==> src/rtl/uart_rx_sampler.sv <==
// uart_rx_sampler: start detection, oversampled bit timing and 3-sample
// majority vote for the UART receive path. Emits the voted bit plus the
// field index and strobes consumed by the deserializer, parity and stop
// checkers.
//
// state  | meaning
// -------+-----------------------------------------------------------
// IDLE   | line watched for a low level while rx_en is set
// START  | timing the start bit; a voted 1 is a false start
// DATA   | timing data bits 1..DATA_WIDTH, one deserializer_en per bit
// PARITY | timing the parity bit (only when par_en was latched high)
// STOP   | timing the stop bit; leaves one cycle after its vote
module uart_rx_sampler #(
   parameter int DATA_WIDTH = 8
) (
   input  logic       clck,
   input  logic       rst,
   input  logic       rx_in,
   input  logic       rx_en,
   input  logic [5:0] prescale,
   input  logic       par_en,
   output logic       sampeled_bit,
   output logic       deserializer_en,
   output logic [4:0] bit_cnt,
   output logic       par_valid,
   output logic       stop_valid,
   output logic       stop_err,
   output logic       start_glitch,
   output logic       busy
);

   typedef enum logic [2:0] {IDLE, START, DATA, PARITY, STOP} state_t;

   localparam logic [4:0] LAST_DATA = 5'(DATA_WIDTH);
   localparam logic [4:0] PAR_IDX   = 5'(DATA_WIDTH + 1);

   state_t     state_q;
   logic [4:0] edge_cnt_q;
   logic [4:0] bit_cnt_q;
   logic [1:0] psel_q;
   logic [1:0] psel_d;
   logic       par_en_q;
   logic       samp0_q;
   logic       samp1_q;
   logic       sampeled_bit_q;
   logic       deser_en_q;
   logic       par_valid_q;
   logic       stop_valid_q;
   logic       stop_err_q;
   logic       start_glitch_q;
   logic       busy_q;

   logic [4:0] edge_last;
   logic [4:0] edge_mid;
   logic       vote;
   logic       at_mid;
   logic       at_report;
   logic       at_wrap;

   // Map the prescale input to a ratio select; unsupported ratios run at 16.
   always_comb begin
      psel_d = 2'd1;
      case (prescale)
         6'd8:    psel_d = 2'd0;
         6'd32:   psel_d = 2'd2;
         default: psel_d = 2'd1;
      endcase
   end

   // Per-ratio wrap point and mid-bit sample point for the latched ratio.
   always_comb begin
      edge_last = 5'd15;
      edge_mid  = 5'd8;
      case (psel_q)
         2'd0: begin
            edge_last = 5'd7;
            edge_mid  = 5'd4;
         end
         2'd2: begin
            edge_last = 5'd31;
            edge_mid  = 5'd16;
         end
         default: begin
            edge_last = 5'd15;
            edge_mid  = 5'd8;
         end
      endcase
   end

   // The third sample is the live line at the mid point, so the vote is ready
   // in the same cycle and registered at the edge that ends it.
   assign vote      = (samp0_q & samp1_q) | (samp0_q & rx_in) | (samp1_q & rx_in);
   assign at_mid    = (edge_cnt_q == edge_mid);
   assign at_report = (edge_cnt_q == edge_mid + 5'd1);
   assign at_wrap   = (edge_cnt_q == edge_last);

   // Receive FSM with bit timer, sample capture and registered strobes.
   always_ff @(posedge clck) begin
      if (rst) begin
         state_q        <= IDLE;
         edge_cnt_q     <= 5'd0;
         bit_cnt_q      <= 5'd0;
         psel_q         <= 2'd1;
         par_en_q       <= 1'b0;
         samp0_q        <= 1'b1;
         samp1_q        <= 1'b1;
         sampeled_bit_q <= 1'b1;
         deser_en_q     <= 1'b0;
         par_valid_q    <= 1'b0;
         stop_valid_q   <= 1'b0;
         stop_err_q     <= 1'b0;
         start_glitch_q <= 1'b0;
         busy_q         <= 1'b0;
      end else begin
         deser_en_q     <= 1'b0;
         par_valid_q    <= 1'b0;
         stop_valid_q   <= 1'b0;
         stop_err_q     <= 1'b0;
         start_glitch_q <= 1'b0;
         if (!rx_en) begin
            state_q    <= IDLE;
            busy_q     <= 1'b0;
            edge_cnt_q <= 5'd0;
            bit_cnt_q  <= 5'd0;
         end else if (state_q == IDLE) begin
            edge_cnt_q <= 5'd0;
            if (!rx_in) begin
               // The detection cycle itself counts as edge 0.
               state_q    <= START;
               busy_q     <= 1'b1;
               edge_cnt_q <= 5'd1;
               bit_cnt_q  <= 5'd0;
               par_en_q   <= par_en;
               psel_q     <= psel_d;
            end
         end else begin
            edge_cnt_q <= at_wrap ? 5'd0 : edge_cnt_q + 5'd1;
            if (edge_cnt_q == edge_mid - 5'd2) samp0_q <= rx_in;
            if (edge_cnt_q == edge_mid - 5'd1) samp1_q <= rx_in;
            if (at_mid) begin
               sampeled_bit_q <= vote;
               case (state_q)
                  START:   start_glitch_q <= vote;
                  DATA:    deser_en_q     <= 1'b1;
                  PARITY:  par_valid_q    <= 1'b1;
                  STOP: begin
                     stop_valid_q <= 1'b1;
                     stop_err_q   <= ~vote;
                  end
                  default: ;
               endcase
            end
            // Stop leaves right after its vote so a start edge in the second
            // half of the stop bit is not missed.
            if (at_report && (state_q == STOP || (state_q == START && sampeled_bit_q))) begin
               state_q    <= IDLE;
               busy_q     <= 1'b0;
               edge_cnt_q <= 5'd0;
            end else if (at_wrap) begin
               case (state_q)
                  START: begin
                     state_q   <= DATA;
                     bit_cnt_q <= 5'd1;
                  end
                  DATA: begin
                     if (bit_cnt_q == LAST_DATA) begin
                        if (par_en_q) begin
                           state_q   <= PARITY;
                           bit_cnt_q <= PAR_IDX;
                        end else begin
                           state_q <= STOP;
                        end
                     end else begin
                        bit_cnt_q <= bit_cnt_q + 5'd1;
                     end
                  end
                  PARITY:  state_q <= STOP;
                  default: ;
               endcase
            end
         end
      end
   end

   assign sampeled_bit    = sampeled_bit_q;
   assign deserializer_en = deser_en_q;
   assign bit_cnt         = bit_cnt_q;
   assign par_valid       = par_valid_q;
   assign stop_valid      = stop_valid_q;
   assign stop_err        = stop_err_q;
   assign start_glitch    = start_glitch_q;
   assign busy            = busy_q;

endmodule

==> config.mk <==
export PLATFORM = sky130hd
export DESIGN_NAME = uart_rx_sampler
export DESIGN_NICKNAME = d
export VERILOG_FILES = /design/src/rtl/uart_rx_sampler.sv
export SDC_FILE = /design/constraint.sdc
export NUM_CORES = 1
export LEC_CHECK = 0
export ABC_AREA = 1
export CAP_MARGIN = 20
export CORE_MARGIN = 2
export CORE_UTILIZATION = 44
export DETAILED_ROUTE_END_ITERATION = 12
export PLACE_DENSITY = 0.78
export SETUP_SLACK_MARGIN = 0.3
export SYNTH_ARGS = -nofsm -noshare
export SYNTH_HDL_FRONTEND = slang
export SYNTH_SLANG_ARGS = --single-unit
export TNS_END_PERCENT = 50
==> constraint.sdc <==
create_clock -name clck -period 1.9 [get_ports clck]
set_clock_uncertainty 0.05 [all_clocks]
set_input_delay 0.285 -clock clck [delete_from_list [all_inputs] [get_ports clck]]
set_output_delay 0.285 -clock clck [all_outputs]
set_load 0.02 [all_outputs]
==> summary.md <==
| Metric | Value |
|---|---|
| Part of the power in the clock network | approximately a tenth |
| CTS H-tree depth | 1 |
| Total negative setup slack | 0 ns |
| Main synth FF type | sky130_fd_sc_hd__dfxtp_1 |
| Number of cells in the finished layout apart from fillers | 274 |
| Reg-to-reg critical path startpoint | edge_cnt_q[1]$_SDFF_PP0_ |
| Routed Wire Length | ~3000 um |
| Internal power | between 1000 and 1500 uW |
| Total half-perimeter wirelength after legalization and detailed placement | 2220 um |
| EDFF count, synth | 0 |
| Crit Path Max Fanout | 6 |
| Hold-fix buffer count after cts | 0 |
| Max Freq | roughly 0.63 GHz |
| Port Buffer Count | 22 |
| Clock slew at reported path FFs | approximately 0.13 ns |
| Core utilization of the finished layout | about three fifths |
| Die area | 3811 um^2 |
| Number of global-route vias before repair | 1165 |
| Placed cells | around 270 |
| Inserted Clock Buffers | 3 |
| Horizontal extent of the die | roughly 62 um |
| Crit path buf inv count | 3 |
| Fraction of final layout cells with drive strength greater than 1 | 24.78% |
| Commonest cells after routing, fill and taps aside | sky130_fd_sc_hd__nand2_1, sky130_fd_sc_hd__inv_1, sky130_fd_sc_hd__nand3_1, sky130_fd_sc_hd__dfxtp_1 |
| Avg Inst Size Synth | approximately 7.3 um^2 |
| Worst hold path startpoint | samp1_q$_SDFFE_PP1P_ |
| Worst path required time | a little over 2 ns |
| Depth of the worst hold-timing path | 2 |
| Synth Cell Area | about 1500 um^2 |
| Total routing usage reported by global routing | between 10% and 20% |
| Type of the worst min-delay path | reg2reg |
| CTS tree | yes |
| Leftover overflow at the end of global routing | 0 |
| Maximum number of pins on one net before global-route repair | 14 |
| Worst Tran Pin Value | 0.2937 ns |
| Unrepaired setup endpoints after global routing | true |
| Most common cell after layout, fill and taps aside | sky130_fd_sc_hd__nand2_1 |
| Sequential power share | 31.6% |
| Worst R2R Setup Slack | around 0.33 ns |
| Flip-flop and latch count after synthesis | 25 |
| Final-report max-slew violation count | 0 |
| Crit-path slowest cell | sky130_fd_sc_hd__dfxtp_2 |
| Global-route wire length before repair | 4912 um |
| Leak pwr | a little under 0.0008 uW |
| Iteration-0 DRC Markers | 66 |
| Switching part of the total power | around half |
| Portion of total power attributed to combinational logic | about three fifths |
| Post-synth net total | 217 |
| Top-level I/O count | 23 |
| Source-to-sink clock delay at the later pin of the worst-skew pair | between 0.3 and 0.4 ns |
| Setup CP Type | reg2reg |
| Data arrival time of the worst path | between 1.5 and 2 ns |
| Worst vdd rail ir drop | between 0.0005 and 0.0006 V |
| Reg2reg end | state_q[2]$_SDFFE_PP0P_ |
| Highest cell delay on the worst timing path | 0.35 ns |
| Clock Sink Count | 25 |
| Antenna violations before repair | 0 |
| Count of yosys warnings during synthesis | 0 |
| Share of the yosys chip area belonging to registers | between 30% and 40% |
| Total of endpoints with negative setup slack in the final report | 0 |
| PD cells | about 1300 nW/um^2 |
| Gate count of the mapped netlist | 200 |
| Portion of the clock cycle consumed by the worst path in the final layout | around 83% |
| Worst setup SP type | flip-flop |
| Critical-path cell list | buf_4 > inv_1 > ha_1 > inv_1 > nor2_4 > nand3_4 > nand2_2 > nand3_4 > nor2_1 > nor2_1 |
| Outcome | finished, final reports clean |
| Row cnt | 20 |
| Worst Reg2Reg Path Length in Cells | 10 |
| Starting Density | between 40% and 50% |
| Post-layout net count | between 200 and 250 |
| Routed len/inst | about 11 um |
| Final GP Congestion | about 0.84 |
| Period minus WS final | 1.575 ns |
| Clock root buffer master | sky130_fd_sc_hd__clkbuf_4 |
| Unique masters post-synth | 32 |
| Overall via count from detail_route | approximately 1.3k |
| FFs w/ async S/R, synth | 0% |
| Maximum number of buffers from clock root to sink | 2 |
| Reported max-cap violation count | 0 |
| Worst setup slack before clock tree synthesis | roughly 0.23 ns |
| Hold slack | 0.4566 ns |
| Core region area | between 3000 and 4000 um^2 |
| Die extent in y | ~60 um |
| Rel. slew slack | between 80 and 90% |
| Antenna violation net count after detailed routing | 0 |
| Crit. End Element | flip-flop |
| Hold path endpoint | samp1_q$_SDFFE_PP1P_ |
| Number of vias per cell | approximately 4.8 |
| Final routed DRC violation total | 0 |
| Diode count | 0 |
| Worst-case setup margin in the final layout | between 0.3 and 0.4 ns |
| Number of hold violations in the final report | 0 |
| Net switching power | about 1100 uW |
| Initial DRT Pass Iterations | 4 |
| Growth of design area from synthesis to finish | 25.68% |
| Cell family contributing the most delay on the critical path | simple AND/OR/NAND/NOR gates |
==> area by class of cell <==
class | count | area [um^2]
fill | 292 | 1260
multi-input combinational | 136 | 853.3
tap | 44 | 55.05
sequential | 25 | 511.7
clock buffer | 4 | 26.28
timing repair buffer | 27 | 252.7
inverter | 38 | 143.9
==> state kept, by name, summed over array words and instances, names as in the netlist <==
register and cells:
busy 1, psel_q 2, edge_cnt_q 5, stop_err 1
deserializer_en 1, state_q 3, sampeled_bit 1, stop_valid 1
bit_cnt 5, par_valid 1, samp0_q 1, par_en_q 1
start_glitch 1, samp1_q 1
==> worst max-delay path by stage <==
stage | from | end | slack, ns | cells after the start
global route | edge_cnt_q[1]$_SDFF_PP0_ | state_q[2]$_SDFFE_PP0P_ | 0.21 | 11
finish | edge_cnt_q[1]$_SDFF_PP0_ | state_q[2]$_SDFFE_PP0P_ | 0.33 | 10
CTS | bit_cnt[4]$_SDFFE_PP0P_ | bit_cnt[4] | 0.28 | 1
detailed placement | rx_in | psel_q[0]$_SDFFE_PP1P_ | 0.23 | 8
global placement | rx_in | psel_q[0]$_SDFFE_PP1P_ | 0.24 | 8
floorplan | bit_cnt[0]$_SDFFE_PP0P_ | bit_cnt[1]$_SDFFE_PP0P_ | 0.36 | 10
==> logic make-up after synthesis <==
| group | count (synthesis) | synth area share [%] |
|---|---|---|
| AOI/OAI and AO/OA | 20 | 8.191 |
| xor gates and xnor gates | 4 | 2.389 |
| adders and majority gates | 7 | 5.802 |
| buffers and inverters | 40 | 11.09 |
| DFF | 25 | 34.13 |
| and+or+nand+nor | 104 | 38.40 |
==> power groups by stage <==
stage | Sequential (uW) | Combinational, uW | Clock (uW)
after global placement | 734 | 1230 | 0
final | 737 | 1360 | 235
after floorplan | 768 | 921 | 0
after global routing | 751 | 1550 | 264
after CTS | 719 | 1230 | 247
after detailed placement | 737 | 1230 | 0
==> cell usage after synthesis, types with 2 or more instances <==
cell	instances	area, um^2
sky130_fd_sc_hd__a21oi_1	5	25.02
sky130_fd_sc_hd__dfxtp_1	25	500.5
sky130_fd_sc_hd__ha_1	6	75.07
sky130_fd_sc_hd__inv_1	32	120.1
sky130_fd_sc_hd__inv_2	5	18.77
sky130_fd_sc_hd__nand2_1	32	120.1
sky130_fd_sc_hd__nand2_2	9	56.30
sky130_fd_sc_hd__nand3_1	18	90.09
sky130_fd_sc_hd__nand3_4	3	52.55
sky130_fd_sc_hd__nand4_1	7	43.79
sky130_fd_sc_hd__nor2_1	18	67.56
sky130_fd_sc_hd__nor2_2	8	50.05
sky130_fd_sc_hd__nor3_1	2	10.01
sky130_fd_sc_hd__o211ai_1	3	22.52
sky130_fd_sc_hd__o21ai_0	6	30.03
sky130_fd_sc_hd__o21ai_1	2	10.01
sky130_fd_sc_hd__xor2_1	4	35.03
==> layer usage <==
layer	vias to the layer above	global-route usage, %	part of all wire, %
li1	705	-	-
met5	-	0	0
met3	5	1.863	2.9
met1	569	23.16	51
met4	0	10.33	2.7
met2	29	27.82	44
==> tightest hold or removal path: cells and delay by family, from the launching register on <==
family | cells | cell delay, ns
compound gates | 2 | 0.13
flops | 1 | 0.36
==> stage by stage <==
step / instance area [um^2] / power [uW]
4_1_cts: 1767 / 2197
3_5_place_dp: 1738 / 1970
6_report: 1843 / 2336
2_1_floorplan: 1466 / 1689
5_1_grt: 1843 / 2560
3_3_place_gp: 1738 / 1965
==> repair_timing <==
action,CTS,global route
gates cloned,0,1
endpoints found under the setup margin,14,22
setup buffers,1,2
pin swaps,0,4
gates resized for setup,8,20
(Power assumes the default switching activity.)
